--- src/rtl/decode_stage_if.sv ---
// Decode-stage bus: instruction handshake, writeback port and the issue register
// toward the ALU. The slave modport is the decode stage, the master modport its driver.
interface decode_stage_if;
    logic [15:0] I_instr;
    logic        I_instr_valid;
    logic        o_instr_ready;
    logic        I_ex_ready;
    logic        I_flush;
    logic        I_wb_en;
    logic [2:0]  I_wb_sel;
    logic [15:0] I_wb_data;
    logic        o_valid;
    logic [4:0]  o_aluop;
    logic [15:0] o_dataA;
    logic [15:0] o_dataB;
    logic [7:0]  o_imm;
    logic [2:0]  o_selD;
    logic        o_regwe;

    modport slave (
        input  I_instr, I_instr_valid, I_ex_ready, I_flush, I_wb_en, I_wb_sel, I_wb_data,
        output o_instr_ready, o_valid, o_aluop, o_dataA, o_dataB, o_imm, o_selD, o_regwe
    );

    modport master (
        output I_instr, I_instr_valid, I_ex_ready, I_flush, I_wb_en, I_wb_sel, I_wb_data,
        input  o_instr_ready, o_valid, o_aluop, o_dataA, o_dataB, o_imm, o_selD, o_regwe
    );
endinterface

--- src/rtl/decode_stage.sv ---
// Instruction decode with register file, writeback bypass and a busy-bit scoreboard
// that stalls on RAW/WAW hazards; one output register feeds the execute stage.
module decode_stage #(
    parameter int DATA_W  = 16,
    parameter int REG_CNT = 8
) (
    input logic            I_clk,
    input logic            I_rst_n,
    decode_stage_if.slave  bus
);
    localparam int SEL_W = $clog2(REG_CNT);

    logic [3:0]       opcode;
    logic             flag;
    logic [SEL_W-1:0] rd, ra, rb;
    logic [7:0]       imm;

    assign opcode = bus.I_instr[15:12];
    assign rd     = bus.I_instr[11:9];
    assign flag   = bus.I_instr[8];
    assign ra     = bus.I_instr[7:5];
    assign rb     = bus.I_instr[4:2];
    assign imm    = bus.I_instr[7:0];

    logic dec_regwe, use_a, use_b;

    always_comb begin
        dec_regwe = (opcode <= 4'd5) || ((opcode >= 4'd8) && (opcode <= 4'd11));
        use_a     = !((opcode == 4'd8) || ((opcode == 4'd12) && !flag));
        use_b     = (opcode <= 4'd4) || ((opcode >= 4'd9) && (opcode <= 4'd11)) || (opcode == 4'd13);
    end

    logic [DATA_W-1:0]  rf_reg [REG_CNT];
    logic [REG_CNT-1:0] busy_reg, busy_next, wb_clear, busy_eff;

    logic              valid_reg;
    logic [4:0]        aluop_reg;
    logic [DATA_W-1:0] data_a_reg, data_b_reg;
    logic [7:0]        imm_reg;
    logic [SEL_W-1:0]  seld_reg;
    logic              regwe_reg;

    always_comb begin
        wb_clear = '0;
        if (bus.I_wb_en)
            wb_clear[bus.I_wb_sel] = 1'b1;
    end

    // A register being written back this cycle is already safe to read via the bypass.
    assign busy_eff = busy_reg & ~wb_clear;

    logic hazard, ready, accept;

    assign hazard = (use_a && busy_eff[ra]) || (use_b && busy_eff[rb]) ||
                    (dec_regwe && busy_eff[rd]);
    assign ready  = I_rst_n && !bus.I_flush && !hazard && (!valid_reg || bus.I_ex_ready);
    assign accept = bus.I_instr_valid && ready;

    logic [DATA_W-1:0] operand_a, operand_b;

    assign operand_a = (bus.I_wb_en && (bus.I_wb_sel == ra)) ? bus.I_wb_data : rf_reg[ra];
    assign operand_b = (bus.I_wb_en && (bus.I_wb_sel == rb)) ? bus.I_wb_data : rf_reg[rb];

    genvar gi;
    generate
        for (gi = 0; gi < REG_CNT; gi++) begin : g_rf
            always_ff @(posedge I_clk or negedge I_rst_n) begin
                if (!I_rst_n)
                    rf_reg[gi] <= '0;
                else if (bus.I_wb_en && (bus.I_wb_sel == SEL_W'(gi)))
                    rf_reg[gi] <= bus.I_wb_data;
            end
        end
    endgenerate

    // Order matters: flush and writeback clear first, so a new reservation wins.
    always_comb begin
        busy_next = busy_reg;
        if (bus.I_flush && valid_reg && regwe_reg)
            busy_next[seld_reg] = 1'b0;
        busy_next = busy_next & ~wb_clear;
        if (accept && dec_regwe)
            busy_next[rd] = 1'b1;
    end

    always_ff @(posedge I_clk or negedge I_rst_n) begin
        if (!I_rst_n)
            busy_reg <= '0;
        else
            busy_reg <= busy_next;
    end

    always_ff @(posedge I_clk or negedge I_rst_n) begin
        if (!I_rst_n) begin
            valid_reg  <= 1'b0;
            aluop_reg  <= '0;
            data_a_reg <= '0;
            data_b_reg <= '0;
            imm_reg    <= '0;
            seld_reg   <= '0;
            regwe_reg  <= 1'b0;
        end else if (accept) begin
            valid_reg  <= 1'b1;
            aluop_reg  <= {opcode, flag};
            data_a_reg <= operand_a;
            data_b_reg <= operand_b;
            imm_reg    <= imm;
            seld_reg   <= rd;
            regwe_reg  <= dec_regwe;
        end else if (bus.I_flush || bus.I_ex_ready) begin
            valid_reg  <= 1'b0;
        end
    end

    assign bus.o_instr_ready = ready;
    assign bus.o_valid       = valid_reg;
    assign bus.o_aluop       = aluop_reg;
    assign bus.o_dataA       = data_a_reg;
    assign bus.o_dataB       = data_b_reg;
    assign bus.o_imm         = imm_reg;
    assign bus.o_selD        = seld_reg;
    assign bus.o_regwe       = regwe_reg;
endmodule

--- src/flat_wrapper.sv ---
// flat-port wrapper written by rule: the top's interface ports become plain ports
module decode_stage_flat 
#(
    parameter int DATA_W  = 16,
    parameter int REG_CNT = 8
)
  (I_clk, I_rst_n, bus_I_instr, bus_I_instr_valid, bus_I_ex_ready, bus_I_flush, bus_I_wb_en, bus_I_wb_sel, bus_I_wb_data, bus_o_instr_ready, bus_o_valid, bus_o_aluop, bus_o_dataA, bus_o_dataB, bus_o_imm, bus_o_selD, bus_o_regwe);
  decode_stage_if bus_i ();
  input logic I_clk;
  input logic I_rst_n;
  input wire logic [$bits(bus_i.I_instr)-1:0] bus_I_instr;
  input wire logic [$bits(bus_i.I_instr_valid)-1:0] bus_I_instr_valid;
  input wire logic [$bits(bus_i.I_ex_ready)-1:0] bus_I_ex_ready;
  input wire logic [$bits(bus_i.I_flush)-1:0] bus_I_flush;
  input wire logic [$bits(bus_i.I_wb_en)-1:0] bus_I_wb_en;
  input wire logic [$bits(bus_i.I_wb_sel)-1:0] bus_I_wb_sel;
  input wire logic [$bits(bus_i.I_wb_data)-1:0] bus_I_wb_data;
  output wire logic [$bits(bus_i.o_instr_ready)-1:0] bus_o_instr_ready;
  output wire logic [$bits(bus_i.o_valid)-1:0] bus_o_valid;
  output wire logic [$bits(bus_i.o_aluop)-1:0] bus_o_aluop;
  output wire logic [$bits(bus_i.o_dataA)-1:0] bus_o_dataA;
  output wire logic [$bits(bus_i.o_dataB)-1:0] bus_o_dataB;
  output wire logic [$bits(bus_i.o_imm)-1:0] bus_o_imm;
  output wire logic [$bits(bus_i.o_selD)-1:0] bus_o_selD;
  output wire logic [$bits(bus_i.o_regwe)-1:0] bus_o_regwe;
  assign bus_i.I_instr = bus_I_instr;
  assign bus_i.I_instr_valid = bus_I_instr_valid;
  assign bus_i.I_ex_ready = bus_I_ex_ready;
  assign bus_i.I_flush = bus_I_flush;
  assign bus_i.I_wb_en = bus_I_wb_en;
  assign bus_i.I_wb_sel = bus_I_wb_sel;
  assign bus_i.I_wb_data = bus_I_wb_data;
  assign bus_o_instr_ready = bus_i.o_instr_ready;
  assign bus_o_valid = bus_i.o_valid;
  assign bus_o_aluop = bus_i.o_aluop;
  assign bus_o_dataA = bus_i.o_dataA;
  assign bus_o_dataB = bus_i.o_dataB;
  assign bus_o_imm = bus_i.o_imm;
  assign bus_o_selD = bus_i.o_selD;
  assign bus_o_regwe = bus_i.o_regwe;
  decode_stage #(.DATA_W(DATA_W), .REG_CNT(REG_CNT)) u_core (.I_clk(I_clk), .I_rst_n(I_rst_n), .bus(bus_i));
endmodule
--- config.mk ---
export PLATFORM = sky130hd
export DESIGN_NAME = decode_stage_flat
export DESIGN_NICKNAME = d
export VERILOG_FILES = /design/src/rtl/decode_stage_if.sv /design/src/rtl/decode_stage.sv /design/src/flat_wrapper.sv
export SDC_FILE = /design/constraint.sdc
export NUM_CORES = 1
export LEC_CHECK = 0
export BUFFER_PORTS_ARGS = -buffer_cell sky130_fd_sc_hd__clkbuf_2
export CORE_MARGIN = 1
export CORE_UTILIZATION = 30
export DETAILED_ROUTE_END_ITERATION = 6
export SKIP_CTS_REPAIR_TIMING = 1
export SLEW_MARGIN = 20
export SYNTH_ARGS = -nofsm -noshare
export SYNTH_HDL_FRONTEND = slang
export SYNTH_SLANG_ARGS = --single-unit
--- constraint.sdc ---
create_clock -name I_clk -period 9.5 [get_ports I_clk]
set_clock_uncertainty 0.2 [all_clocks]
set_input_delay 1.9 -clock I_clk [delete_from_list [all_inputs] [get_ports I_clk]]
set_output_delay 1.9 -clock I_clk [all_outputs]
set_load 0.01 [all_outputs]
==> out/qor.yml, run 1 <==
clock_sinks: 186
power_frac_seq_pct: 46.0
cp.arrival_ns: 4.68
wirelength_mm: 24.52
yosysTopAreaCell: "dfrtp_1"
drt_first_pass_iters: 5
avgSynthCellArea_sq_um: 12.90
hp-start: "u_core.rf_reg[49]"
r2r_start: "u_core.busy_reg[5]"
fin_crit_sh_pct: 71.36
peakVddDrop_mv: 0.1301
drtAntennaViolNets: 0
n_fill_cell: 3081
area_growth_pct: 14.92
p_int_mw: 1.745
overflow: 0
synth-main-ff-cell: "dfrtp_1"
grt_first_pass_wirelength_mm: 38.70
rows: 65
drc: 0
synth-edff-count: 0
slew_headroom_pct: 36.67
slew_viol_final: 0
r2r_end: "u_core.bus.o_dataA[13]"
grt_pass1_vias: 6627
leakagePower_nw: 4.912
clkPwrFrac_pct: 27.8
cts_buffers: 17
grt_max_degree: 78
dr_total_vias: 6316
worst_slew_pin_slew_ns: 0.9464
crit_path_end_kind: "output port"
gp_congestion: 0.7748
cts_root_buffer: "clkbuf_16"
clock.fmax_mhz: 147.5
synth_area_sq_mm: 0.009762
synthDistinctLibCells: 47
wl_per_cell_um: 19.37
synth_warnings: 0
cp_max_fo: 19
async_flop_share_pct: 100.0
n_antenna_cell: 0
max_cap_viol_count: 0
dieArea_sq_mm: 0.03326
grt_usage_pct: 15.27
power_frac_comb_pct: 26.2
start_util_pct: 30.70
design_area_sq_mm: 0.01122
drtIter0Drc: 353
required_ns: 7.40
layout.nets: 859
report.final.setup_viol: 0
finalSetupTns_ns: 0
largest_reg_flops: 128
final_core_util_pct: 35.28
avgViaCountPerCell: 4.989
hold_path_class: "register to register"
fp.coreArea_sq_mm: 0.03180
cts_buffer_depth: 2
ff_latch_area_sq_mm: 0.004654
drive_gt1_share_pct: 43.20
io_pins: 92
fp.dieH_um: 182.4
switchingPower_mw: 0.7302
start_kind: "input port"
htreeDepth: 4
status: "completed"
cts_tree: "done"
synthTopCellsByArea: "dfrtp_1 48%, mux2_2 15%, mux4_2 15%"
p_per_area_mw_per_mm2: 220.6
netlist_instances: 757
ys_top_cells_by_count: "186 x dfrtp_1, 134 x mux2_2, 104 x nand2_1"
antenna_found_initial: 1
clk_latency_ns: 0.43
whs_ns: 0.2984
finalHoldViolations: 0
ys_seq_area_share_pct: 47.68
rsz0062_at_grt: "false"
fin_crit_ns: 6.780
die_w_um: 182.4
multi_input_area_sq_mm: 0.004825
path_clk_slew_ns: 0.06
synth_fp_nets: 798
rr_worst_depth: 6
dpl-instance-area_sq_mm: 0.01063
crit_type: "input port to output port"
ys_ff_latch: 186
synth.most_common_cell: "dfrtp_1"
hold_end: "u_core.rf_reg[49]"
r2r_setup_slack_ns: 6.83
switching_share_pct: 29.51
port_buffers: 91
holdPathStages: 2
synth_top_area_share_pct: 47.68
hpwlAfterDp_mm: 15.30
-- power by group through the flow --
stage / Sequential [mW] / Clock, mW / Combinational [mW]
2_1_floorplan: 1.16 / 0 / 0.414
3_3_place_gp: 1.14 / 0 / 0.648
4_1_cts: 1.14 / 0.710 / 0.661
3_5_place_dp: 1.15 / 0 / 0.660
6_report: 1.14 / 0.688 / 0.648
5_1_grt: 1.17 / 0.738 / 0.709
-- worst max-delay path, stage by stage --
cell and delay (ns):
clkbuf_2 0.20, nand4b_2 0.90, and2_1 0.49, mux4_2 0.52, a2111oi_4 0.33, and3_1 0.20, clkbuf_2 0.13
-- worst max path at each step --
stage / endpoint / depth (start not counted) / start
final: bus_o_instr_ready / 7 / bus_I_wb_sel[2]
after global routing: bus_o_instr_ready / 7 / bus_I_wb_sel[2]
after CTS: bus_o_instr_ready / 7 / bus_I_wb_sel[2]
after detailed placement: bus_o_instr_ready / 7 / bus_I_wb_sel[2]
after global placement: bus_o_instr_ready / 7 / bus_I_wb_sel[2]
after floorplan: bus_o_instr_ready / 6 / bus_I_wb_sel[1]
-- cells in the final DEF (no fill, tap or decap), types with 3 or more instances in the layout --
| master | n |
|---|---|
| a21oi_1 | 35 |
| and2_1 | 5 |
| buf_4 | 18 |
| clkbuf_1 | 3 |
| clkbuf_16 | 17 |
| clkbuf_2 | 90 |
| clkinvlp_4 | 3 |
| dfrtp_1 | 186 |
| inv_6 | 4 |
| mux2_2 | 134 |
| mux2_4 | 11 |
| mux2i_1 | 32 |
| mux4_2 | 66 |
| nand2_1 | 104 |
| nand2b_1 | 5 |
| nand3_1 | 8 |
| nand3b_1 | 3 |
| nand4_1 | 7 |
| nand4b_1 | 3 |
| nor2_1 | 34 |
| nor2b_1 | 5 |
| o211ai_1 | 3 |
| o21ai_0 | 10 |
| o31ai_1 | 3 |
| xnor2_1 | 6 |
-- kinds of logic after synthesis --
group           count (synthesis)  share of synthesized area (%)
compound gates                 63                          4.012
xor+xnor                        6                         0.5383
buf+inv                        70                          3.012
flops                         186                          47.68
mux                           243                          35.66
simple gates                  189                          9.100
-- per-layer routing --
metal,track usage (%),vias up,share of wire (%)
li1,-,2892,-
met1,18.58,3253,43
met2,26.51,141,51
met3,3.492,28,5.1
met4,5.277,2,1.7
met5,0,-,0.037
-- layout make-up --
cell class              count  share of cell area (%)
inverters                   2                 0.06692
well taps                 435                   4.852
clock inverters            11                  0.9815
repair buffers            110                   5.588
flip-flops and latches    186                   41.49
multi-input cells         501                   43.01
clock buffers              21                   4.015
-- per-stage QoR --
stage	std cells	power, mW	worst slack [ns]
final	1266	2.475	2.720
after global routing	1266	2.615	2.647
after CTS	1265	2.509	2.712
after detailed placement	1233	1.811	2.741
after global placement	1233	1.788	2.789
after floorplan	757	1.569	3.737
Power figures use the tool's default switching activity.
==> run 2: changes to the inputs <==
--- a/config.mk
+++ b/config.mk
@@ -5,6 +5,7 @@
 export SDC_FILE = /design/constraint.sdc
 export NUM_CORES = 1
 export LEC_CHECK = 0
+export ABC_AREA = 1
 export BUFFER_PORTS_ARGS = -buffer_cell sky130_fd_sc_hd__clkbuf_2
 export CORE_MARGIN = 1
 export CORE_UTILIZATION = 30
==> constraint.sdc (replaced) <==
create_clock -name I_clk -period 6.23 [get_ports I_clk]
set_clock_uncertainty 0.2 [all_clocks]
set_input_delay 1.246 -clock I_clk [delete_from_list [all_inputs] [get_ports I_clk]]
set_output_delay 1.246 -clock I_clk [all_outputs]
set_load 0.01 [all_outputs]
==> run 2 against run 1 <==
Effect of this change: sequential cell count unchanged; power grew 42%; area after synthesis is 1.6% lower; cell count is 38% higher; core utilization down 0.75 points; clock power up 56%; critical path type unchanged; critical endpoint unchanged; worst setup slack got worse by 1.0 ns; wire length is 29% higher; largest power group unchanged; sequential share of layout area rose by 1.2 points; hold slack got worse by 0.027 ns.
==> out/qor.yml, run 2 <==
status: "completed"
dpl.cell_count: 1709
grt_usage_pct: 19.47
cp_max_fo: 37
ys_ff_latch: 186
drc: 0
report.final.setup_viol: 0
largest_reg_flops: 128
grt_use_met2_pct: 29.71
layout.nets: 1367
grt_first_pass_wirelength_mm: 49.80
synth-main-ff-cell: "dfrtp_1"
p_per_area_mw_per_mm2: 322.4
final.setup.worst_slack_ns: 1.698
dr_total_vias: 9204
synth_fp_nets: 1332
avgViaCountPerCell: 5.287
synth_warnings: 0
required_ns: 4.78
n_fill_cell: 3330
max_cap_viol_count: 0
final_common_cell: "nand2_1"
place_ws_ns: 1.765
hpwlAfterDp_mm: 19.03
drtIter0Drc: 1055
switching_share_pct: 33.34
cpMostUsedCell: "nand3_1"
cp.arrival_ns: 3.09
wl_per_cell_um: 18.10
path_clk_slew_ns: 0.07
crit_type: "input port to output port"
synth_area_sq_mm: 0.009602
cts_tree: "done"
crit_path_end_kind: "output port"
cp_slowest_cell: "clkbuf_2"
power_frac_seq_pct: 47.7
ys_top_cells_by_count: "356 x nand2_1, 274 x o21ai_0, 186 x dfrtp_1"
leakagePower_nw: 5.165
synth_compound_area_share_pct: 21.91
wirelength_mm: 31.52
cpPeakStageDelay_ns: 0.70
fin_crit_ns: 4.532
antenna_found_initial: 0
clock_sinks: 186
cts_root_buffer: "clkbuf_16"
port_buffers: 91
dieArea_sq_mm: 0.03272
slew_viol_final: 0
fp.dieH_um: 180.9
start_kind: "input port"
rsz0062_at_grt: "false"
cts_buffer_depth: 2
netlist_instances: 1291
clock.fmax_mhz: 220.7
final_cell_mix: "355 x nand2_1, 274 x o21ai_0, 186 x dfrtp_1"
whs_ns: 0.2712
finalHoldViolations: 0
avgSynthCellArea_sq_um: 7.437
die_w_um: 180.9
slew_headroom_pct: 30.07
io_pins: 92
clkPwrFrac_pct: 30.3
stdcell_count: 1741
hold_path_class: "register to register"
switchingPower_mw: 1.171
n_antenna_cell: 0
fp.coreArea_sq_mm: 0.03156
clk_latency_ns: 0.43
synth-simple-area-share_pct: 23.68
fin_crit_sh_pct: 72.74
synth-edff-count: 0
power_frac_comb_pct: 22.0
synthTopCellsByArea: "dfrtp_1 48%, o21ai_0 14%, nand2_1 14%"
synthDistinctLibCells: 30
cts_buffers: 17
ys_seq_area_share_pct: 48.48
synth.most_common_cell: "nand2_1"
p_int_mw: 2.341
gp_congestion: 0.8941
drt_first_pass_iters: 5
finalSetupTns_ns: 0
worst_slew_pin_slew_ns: 1.045
synthAdderAreaFrac_pct: 0
drive_gt1_share_pct: 11.87
synth_top_area_share_pct: 48.48
start_util_pct: 30.43
htreeDepth: 4
grt_max_degree: 78
busiest_layer: "met2"
crit_chain: "clkbuf_2 -> inv_2 -> nand2_1 -> nand3_1 -> nand3_1 -> nand3_1 -> nand3_2 -> inv_2 -> clkbuf_2"
yosysTopAreaCell: "dfrtp_1"
grt_pass1_vias: 8713
async_flop_share_pct: 100.0
synthXorXnorAreaFrac_pct: 0.09122
peakVddDrop_mv: 0.1596
synth_top_family_by_area: "simple AND/OR/NAND/NOR gates"
use_met3_pct: 3.810
synthMuxAreaShare_pct: 0
rows: 65
area_growth_pct: 13.46
overflow: 0
use_met1_pct: 27.02
drtAntennaViolNets: 0
## run 2: changes by cell type after synthesis, moves of 66 or more
cell / change
o21ai_0: +264
nand2_1: +252
mux2_2: -134
nor2_1: +127
o22ai_1: +73
mux4_2: -66
## run 2: through the flow
stage | util [%] | instance area, sq um | power, mW
5_1_grt | 34.52 | 10890 | 3.720
3_5_place_dp | 32.68 | 10310 | 2.459
2_1_floorplan | - | 9602 | 2.131
3_3_place_gp | 32.68 | 10310 | 2.443
4_1_cts | 34.49 | 10880 | 3.526
6_report | 34.52 | 10890 | 3.512
## run 2: power by group through the flow
stage               Sequential, mW  Clock, mW  Combinational (mW)
finish                        1.67       1.07               0.773
detailed placement            1.69          0               0.773
global placement              1.68          0               0.759
floorplan                     1.69          0               0.445
global route                  1.71       1.13               0.886
CTS                           1.67       1.09               0.774
## run 2: final timing paths
| path | start | endpoint | slack [ns] | cells after the start |
|---|---|---|---|---|
| max | bus_I_instr[5] | bus_o_instr_ready | 1.70 | 9 |
| min | u_core.bus.o_dataA[13] | u_core.bus.o_dataA[13] | 0.27 | 2 |
| max reg2reg | u_core.bus.o_valid | u_core.busy_reg[3] | 3.73 | 10 |
| min reg2reg | u_core.bus.o_dataA[13] | u_core.bus.o_dataA[13] | 0.27 | 2 |
| max in group asynchronous | I_rst_n | u_core.rf_reg[45] | 3.97 | 2 |
| min in group asynchronous | I_rst_n | u_core.bus.o_valid | 0.63 | 1 |
## run 2: layout make-up
class                           count  area (sq um)  share of cell area (%)
Inverter                           45         168.9                   1.550
Clock buffer                       20         456.7                   4.192
Sequential cell                   186          4654                   42.72
Clock inverter                     12         113.9                   1.045
Multi-Input combinational cell    968          4405                   40.44
Timing Repair Buffer              108         591.8                   5.432
Tap cell                          402         503.0                   4.617
## run 2: worst max-delay path: cells and delay by family
kind / cells / cell delay [ns]
and+or+nand+nor: 5 / 0.62
buffers and inverters: 4 / 1.20
## run 2: cells by family (layout without fill, tap and decap cells)
kind of cell    count (synthesis)  after routing
flops                         186            186
compound gates                390            390
buf+inv                       137            185
xor+xnor                        1              1
simple gates                  577            577
## run 2: per-layer routing
metal  up-vias  share of wire [%]
li1       4387                  -
met3        67                9.2
met1      4313                 45
met2       437                 43
met5         -                  0
met4         0                2.8
==> run 3: changes to the inputs <==
==> constraint.sdc (replaced) <==
create_clock -name I_clk -period 4.35 [get_ports I_clk]
set_clock_uncertainty 0.2 [all_clocks]
set_input_delay 0.87 -clock I_clk [delete_from_list [all_inputs] [get_ports I_clk]]
set_output_delay 0.87 -clock I_clk [all_outputs]
set_load 0.01 [all_outputs]
==> run 3 against run 2 <==
Effect of this change: global-route usage rose by 0.15 points; clock power increased by 49%; largest cell class unchanged; highest routed layer unchanged; power increased by 46%.
==> out/qor.yml, run 3 (synthesis gave the netlist of run 2 again) <==
crit_chain: "clkbuf_2 -> inv_1 -> nor2_2 -> nand2_2 -> nand2_1 -> nand2_1 -> nand2_1 -> nor2_1 -> nand3_1 -> nand2_1 -> inv_2 -> nand3_2 -> inv_2 -> clkbuf_2"
clk_latency_ns: 0.43
cp_slowest_cell: "nand2_2"
fp.dieH_um: 180.9
drc: 0
multi_input_area_sq_mm: 0.004394
power.total_mw: 5.114
crit_type: "input port to output port"
report.final.setup_viol: 0
drtAntennaViolNets: 0
hpwlAfterDp_mm: 19.29
port_buffers: 91
power_frac_comb_pct: 22.0
clkPwrFrac_pct: 31.2
cts_buffers: 17
hold_path_class: "input port to async pin"
finalHoldViolations: 0
cpPeakStageDelay_ns: 0.24
rows: 65
io_pins: 92
status: "completed"
wirelength_mm: 31.66
peakVddDrop_mv: 0.2451
p_per_area_mw_per_mm2: 463.4
fin_crit_ns: 3.450
area_growth_pct: 14.92
rr_worst_depth: 10
switchingPower_mw: 1.661
grt_max_degree: 187
n_fill_cell: 3355
cpMostUsedCell: "nand2_1"
place_ws_ns: 0.8642
grt_pass1_vias: 9026
dieArea_sq_mm: 0.03272
drt_first_pass_iters: 5
grt_usage_pct: 19.62
cts_tree: "done"
largest_reg_flops: 128
final_cell_mix: "355 x nand2_1, 274 x o21ai_0, 186 x dfrtp_1"
gp_congestion: 0.8765
start_util_pct: 30.43
switching_share_pct: 32.49
cp.arrival_ns: 2.38
dr_total_vias: 9382
n_antenna_cell: 0
htreeDepth: 4
rsz0062_at_grt: "false"
drive_gt1_share_pct: 12.38
max_cap_viol_count: 0
power_frac_seq_pct: 46.8
cp_max_fo: 17
drtIter0Drc: 1059
layout.nets: 1377
startpoint: "bus_I_wb_sel[0]"
worst_slew_pin_slew_ns: 0.8370
r2r_start: "u_core.bus.o_valid"
die_w_um: 180.9
fin_crit_sh_pct: 79.31
leakagePower_nw: 5.243
p_int_mw: 3.452
wl_per_cell_um: 18.08
finalSetupTns_ns: 0
final.setup.worst_slack_ns: 0.9000
grt_first_pass_wirelength_mm: 50.57
slew_headroom_pct: 44.20
cts_root_buffer: "clkbuf_16"
antenna_found_initial: 0
clock.fmax_mhz: 289.9
clock_sinks: 186
cts_buffer_depth: 2
path_clk_slew_ns: 0.07
slew_viol_final: 0
crit_path_end_kind: "output port"
overflow: 0
required_ns: 3.28
start_kind: "input port"
final_common_cell: "nand2_1"
avgViaCountPerCell: 5.358
ff_latch_area_sq_mm: 0.004654
fp.coreArea_sq_mm: 0.03156
==> run 3: area by class of cell <==
type | count | area share (%)
repair buffers | 118 | 6.452
clock buffers | 24 | 4.456
inverters | 45 | 1.531
multi-input cells | 968 | 39.82
flip-flops and latches | 186 | 42.18
well taps | 402 | 4.558
clock inverters | 8 | 0.9979
==> run 3: layer usage <==
metal / track usage [%] / share of wire (%)
met5: 0 / 0
met4: 7.385 / 2.4
met3: 2.963 / 8.0
met2: 30.42 / 44
met1: 27.55 / 46
==> run 3: path summary, 6_finish.rpt <==
kind	end	slack, ns
max in group asynchronous	u_core.rf_reg[82]	2.69
min	u_core.bus.o_selD[0]	0.23
max	bus_o_instr_ready	0.90
min in group I_clk	u_core.bus.o_dataA[5]	0.27
min reg2reg	u_core.bus.o_dataA[5]	0.27
max reg2reg	u_core.bus.o_dataB[8]	1.90
==> run 3: through the flow <==
stage	hold WS, ns	std cells	instance area, sq um	utilization, %
3_3_place_gp	0.2531	1718	10410	32.97
4_1_cts	0.2755	1750	11010	34.88
3_5_place_dp	0.2575	1718	10410	32.97
5_1_grt	0.2427	1751	11030	34.97
6_report	0.2322	1751	11030	34.97
2_1_floorplan	0.2530	1291	9602	-
==> run 3: critical path, delay by kind of cell <==
family | cells | cell delay [ns]
buffers and inverters | 5 | 0.55
AND/OR/NAND/NOR | 9 | 0.95
==> run 3: power groups by stage <==
stage          Sequential, mW  Clock [mW]  Combinational (mW)
2_1_floorplan            2.41           0               0.637
3_3_place_gp             2.41           0                1.10
3_5_place_dp             2.42           0                1.12
4_1_cts                  2.39        1.62                1.12
5_1_grt                  2.44        1.69                1.29
6_report                 2.39        1.59                1.13
